===== src/rtl/serial_subtractor.sv =====
// serial_subtractor
//   Bit-serial unsigned subtractor: one full-subtractor cell processes a and b
//   LSB-first, one bit per clock. An operation takes WIDTH SHIFT cycles
//   followed by a single DONE cycle.
//
//   Optional feature: define SERIAL_SUBTRACTOR_SAT_EN to clamp diff to zero
//   whenever the final borrow is set (saturating subtraction). borrow still
//   reports 1 in that case.
//
// Ports
//   clk     in   rising-edge clock
//   rst_n   in   asynchronous active-low reset
//   start   in   request, only honoured in IDLE
//   a       in   WIDTH  minuend (unsigned)
//   b       in   WIDTH  subtrahend (unsigned)
//   busy    out  high during SHIFT
//   done    out  one-cycle pulse, diff/borrow valid from this cycle
//   diff    out  WIDTH  registered a-b
//   borrow  out  registered final borrow (1 = a<b)
module serial_subtractor #(
    parameter int WIDTH = 8
) (
    input  logic             clk,
    input  logic             rst_n,
    input  logic             start,
    input  logic [WIDTH-1:0] a,
    input  logic [WIDTH-1:0] b,
    output logic             busy,
    output logic             done,
    output logic [WIDTH-1:0] diff,
    output logic             borrow
);
    localparam int CW = $clog2(WIDTH + 1);

    typedef enum logic [1:0] {IDLE, SHIFT, DONE} state_t;

    state_t           state, nstate;
    logic [WIDTH-1:0] a_sh, b_sh, res;
    logic             bint;
    logic [CW-1:0]    cnt;

    logic             x, y, d, bo, last;
    logic [WIDTH-1:0] res_nx;

    // full-subtractor cell on the current LSBs
    assign x      = a_sh[0];
    assign y      = b_sh[0];
    assign d      = x ^ y ^ bint;
    assign bo     = (~x & y) | (~(x ^ y) & bint);
    assign last   = (cnt == CW'(WIDTH - 1));
    assign res_nx = {d, res[WIDTH-1:1]};

    always_ff @(posedge clk or negedge rst_n) begin
        if (!rst_n) state <= IDLE;
        else        state <= nstate;
    end

    always_comb begin
        nstate = state;
        busy   = 1'b0;
        done   = 1'b0;
        case (state)
            IDLE:  if (start) nstate = SHIFT;
            SHIFT: begin
                busy = 1'b1;
                if (last) nstate = DONE;
            end
            DONE: begin
                done   = 1'b1;
                nstate = IDLE;
            end
            default: nstate = IDLE;
        endcase
    end

    // The result is committed on the edge that enters DONE, so diff/borrow
    // already show the new value during the done pulse and stay put until
    // the next operation commits.
    always_ff @(posedge clk or negedge rst_n) begin
        if (!rst_n) begin
            a_sh   <= '0;
            b_sh   <= '0;
            res    <= '0;
            bint   <= 1'b0;
            cnt    <= '0;
            diff   <= '0;
            borrow <= 1'b0;
        end else begin
            case (state)
                IDLE: begin
                    if (start) begin
                        a_sh <= a;
                        b_sh <= b;
                        res  <= '0;
                        bint <= 1'b0;
                        cnt  <= '0;
                    end
                end
                SHIFT: begin
                    res  <= res_nx;
                    a_sh <= a_sh >> 1;
                    b_sh <= b_sh >> 1;
                    bint <= bo;
                    cnt  <= cnt + CW'(1);
                    if (last) begin
`ifdef SERIAL_SUBTRACTOR_SAT_EN
                        diff <= bo ? '0 : res_nx;
`else
                        diff <= res_nx;
`endif
                        borrow <= bo;
                    end
                end
                default: ;
            endcase
        end
    end

endmodule


===== config.mk =====
export PLATFORM = sky130hd
export DESIGN_NAME = serial_subtractor
export DESIGN_NICKNAME = d
export VERILOG_FILES = /design/src/rtl/serial_subtractor.sv
export SDC_FILE = /design/constraint.sdc
export NUM_CORES = 1
export LEC_CHECK = 0
export CORE_UTILIZATION = 35
export CTS_CLUSTER_SIZE = 28
export DETAILED_ROUTE_END_ITERATION = 8
export DONT_BUFFER_PORTS = 1
export GPL_TIMING_DRIVEN = 1
export SLEW_MARGIN = 15
export SYNTH_ARGS = -nofsm -noshare
export SYNTH_HDL_FRONTEND = slang
export SYNTH_SLANG_ARGS = --single-unit

===== constraint.sdc =====
create_clock -name clk -period 1.7 [get_ports clk]
set_input_delay 0.17 -clock clk [delete_from_list [all_inputs] [get_ports clk]]
set_output_delay 0.17 -clock clk [all_outputs]
set_load 0.02 [all_outputs]

==> flow_metrics.env <==
export IMPL_yosysSeqAreaShare_pct=56.16
export IMPL_fin_skew_ns=0.008028
export IMPL_critPathRequiredTime_ns=1.87
export IMPL_post_drt_wl_per_cell_um=15.52
export IMPL_relSlewSlack_pct=67.94
export IMPL_hp_start="b[7]"
export IMPL_antenna_found_initial=0
export IMPL_start_util_pct=36.55
export IMPL_num_rows=25
export IMPL_synthToLayoutAreaGrowth_pct=12.67
export IMPL_cts_max_path_buffers=2
export IMPL_wirelength_mm=3.553
export IMPL_grt_overflow=0
export IMPL_nFillCells=486
export IMPL_synth_edf_count=0
export IMPL_critPathCaptureType="register"
export IMPL_power_mw=3.647
export IMPL_ant_nets=0
export IMPL_clk_latency_ns=0.29
export IMPL_die_area_um2=5251
export IMPL_ys_warn_count=0
export IMPL_grt_max_degree=40
export IMPL_synth_top_area_share_pct=56.16
export IMPL_synthTopCellsByArea="dfrtp_1 (56%), nor2b_1 (6.1%), a22oi_1 (6.0%)"
export IMPL_htree_levels=2
export IMPL_cpMaxStageDelayCell="dfrtp_1"
export IMPL_worstMarginPinSlew_ns=0.4794
export IMPL_clk_pin_slew_ns=0.07
export IMPL_grt_pass1_wl_mm=5.830
export IMPL_grt_pass1_vias=1195
export IMPL_whs_ns=0.06505
export IMPL_drt_iter0_markers=93
export IMPL_p_per_area_nw_per_um2=1863
export IMPL_cts_sinks=39
export IMPL_synthFlopType="dfrtp_1"
export IMPL_cts_tree="done"
export IMPL_setup_tns_ns=0
export IMPL_viasPerCell=5.240
export IMPL_synth_top_cells_by_count="dfrtp_1 (39), nor2b_1 (17), o21ai_0 (17)"
export IMPL_drt_first_pass_iters=4
export IMPL_syn_inst=155
export IMPL_ys_types=24
export IMPL_fin_area_um2=1958
export IMPL_drv_cap=0
export IMPL_worst_slack_ns=0.09174
export IMPL_hold_viol=0
export IMPL_cpLargestDelayFamily="simple AND/OR/NAND/NOR gates"
export IMPL_dp_hpwl_mm=2.366
export IMPL_max_stage_delay_ns=0.40
export IMPL_multi_input_area_um2=701.9
export IMPL_synthArstFlopShare_pct=100.0
export IMPL_r2r_setup_slack_ns=0.09
export IMPL_reg2reg_to="diff[6]$_DFFE_PN0P_"
export IMPL_cts_root_buf="clkbuf_8"
export IMPL_grtUsageTotal_pct=15.04
export IMPL_path_buf_inv=0
export IMPL_cts_buffers=5
export IMPL_die_w_um=72.47
export IMPL_finalCriticalPeriod_ns=1.608
export IMPL_crit_chain="ha_1 -> nand2_1 -> nor3_4 -> mux2_2"
export IMPL_postCtsSetupRepairBufs=0
export IMPL_core_um2=4755
export IMPL_hold_end="b_sh[7]$_DFFE_PN0P_"
export IMPL_reg2reg_from="cnt[0]$_DFFE_PN0P_"
export IMPL_io_pins=30
export IMPL_critPathKind="register to register"
export IMPL_holdPathStages=2
export IMPL_antennaDiodeCount=0
export IMPL_rsz0062_at_grt="false"
export IMPL_dp_slack_ns=0.08230
export IMPL_startpoint_type="register"
export IMPL_min_path_type="input pin to register"
export IMPL_synth_top_area_cell="dfrtp_1"
export IMPL_max_freq_mhz=621.8
export IMPL_worstPathArrival_ns=1.78
export IMPL_finalSetupViolCount=0
export IMPL_die_y_um=72.47
export IMPL_synth_area_um2=1738
export IMPL_synthMostInstantiatedCell="dfrtp_1"
export IMPL_synth_seq_cells=39
export IMPL_final_max_slew_viol_count=0
export IMPL_syn_nets=176
export IMPL_placed_cell_area_um2=1837
export IMPL_synth_avg_cell_area_um2=11.21
export IMPL_leakage_nw=0.8327
export IMPL_cp_max_fo=10
export IMPL_peakVddDrop_mv=0.9139
export IMPL_outcome="complete, no violations"
export IMPL_seq_area_um2=975.9
export IMPL_min_period_over_period_pct=94.60
export IMPL_post_route_drc_count=0
export IMPL_drive_above_1_share_pct=17.28
export IMPL_layout_nets=183
export IMPL_vias=1200
export IMPL_gp_congestion=0.7501
export IMPL_ff2ff_path_depth=4
export IMPL_port_buffers=0
worst max path at each step:
stage                     cells past startpoint             endpoint  slack [ns]                  from
after floorplan                               4  diff[0]$_DFFE_PN0P_        0.28    cnt[0]$_DFFE_PN0P_
after global placement                        4  diff[5]$_DFFE_PN0P_        0.18    cnt[0]$_DFFE_PN0P_
after detailed placement                      4  diff[2]$_DFFE_PN0P_        0.08    cnt[0]$_DFFE_PN0P_
after CTS                                     4                 busy        0.03  state[1]$_DFFE_PN0P_
after global routing                          4  diff[6]$_DFFE_PN0P_       0.005    cnt[0]$_DFFE_PN0P_
final                                         4  diff[6]$_DFFE_PN0P_        0.09    cnt[0]$_DFFE_PN0P_
final cells by class:
class | instances | share of cell area, %
clock buffer | 6 | 4.217
inverter | 4 | 0.9585
multi-input combinational | 102 | 35.85
sequential | 39 | 49.84
clock inverter | 1 | 0.2556
timing repair buffer | 10 | 4.601
tap | 67 | 4.281
logic make-up after synthesis:
| kind of cell | after synthesis | share of synthesized area, % |
|---|---|---|
| adder cells (fa/ha/maj) | 2 | 1.872 |
| multiplexers | 10 | 6.408 |
| AND/OR/NAND/NOR | 31 | 10.80 |
| buffers and inverters | 14 | 3.455 |
| AO/OA/AOI/OAI | 59 | 21.31 |
| flip-flops | 39 | 56.16 |
layer usage:
| layer | up-vias | wire, um | global-route usage, % |
|---|---|---|---|
| met1 | 600 | 1532 | 18.92 |
| met3 | 7 | 193 | 3.611 |
| li1 | 563 | - | - |
| met4 | 0 | 73 | 7.407 |
| met5 | - | 0 | 0 |
| met2 | 30 | 1753 | 24.30 |
what timing repair did:
action | in CTS | in global routing
hold buffers | 2 | 0
setup endpoints to repair | 0 | 1
resized for setup | 0 | 1
endpoints found under the hold margin | 39 | 0
per-stage QoR:
stage                     util, %  cells
after floorplan                 -    155
after global placement      38.63    220
after detailed placement    38.63    220
after CTS                   41.11    229
after global routing        41.18    229
final                       41.18    229
report_power, final:
group          total, mW  switching [mW]  internal (mW)  leakage (nW)
logic               1.31           0.676          0.630         0.282
registers           1.72           0.409           1.31         0.504
clock network      0.617           0.299          0.318        0.0470
total               3.65            1.38           2.26         0.833
sequential cells by signal, summed over array words and instances (netlist names):
signal / flops
a_sh: 8
b_sh: 8
bint: 1
borrow: 1
cnt: 4
diff: 8
res: 7
state: 2
placed cells by master, fill, tap and decap left out, drive strengths merged:
master / count
dlygate4sd3: 1
clkbuf: 6
clkinv: 1
nor3: 1
a22o: 9
o21bai: 1
nand2b: 1
a22oi: 14
or3: 1
clkinvlp: 1
a21oi: 16
ha: 1
o21ai: 18
buf: 9
mux2: 9
inv: 3
nand3: 3
nor2: 2
mux2i: 1
a2bb2oi: 1
nor2b: 17
dfrtp: 39
nand2: 6
fa: 1
No activity file was read; power rests on OpenSTA's default activity.
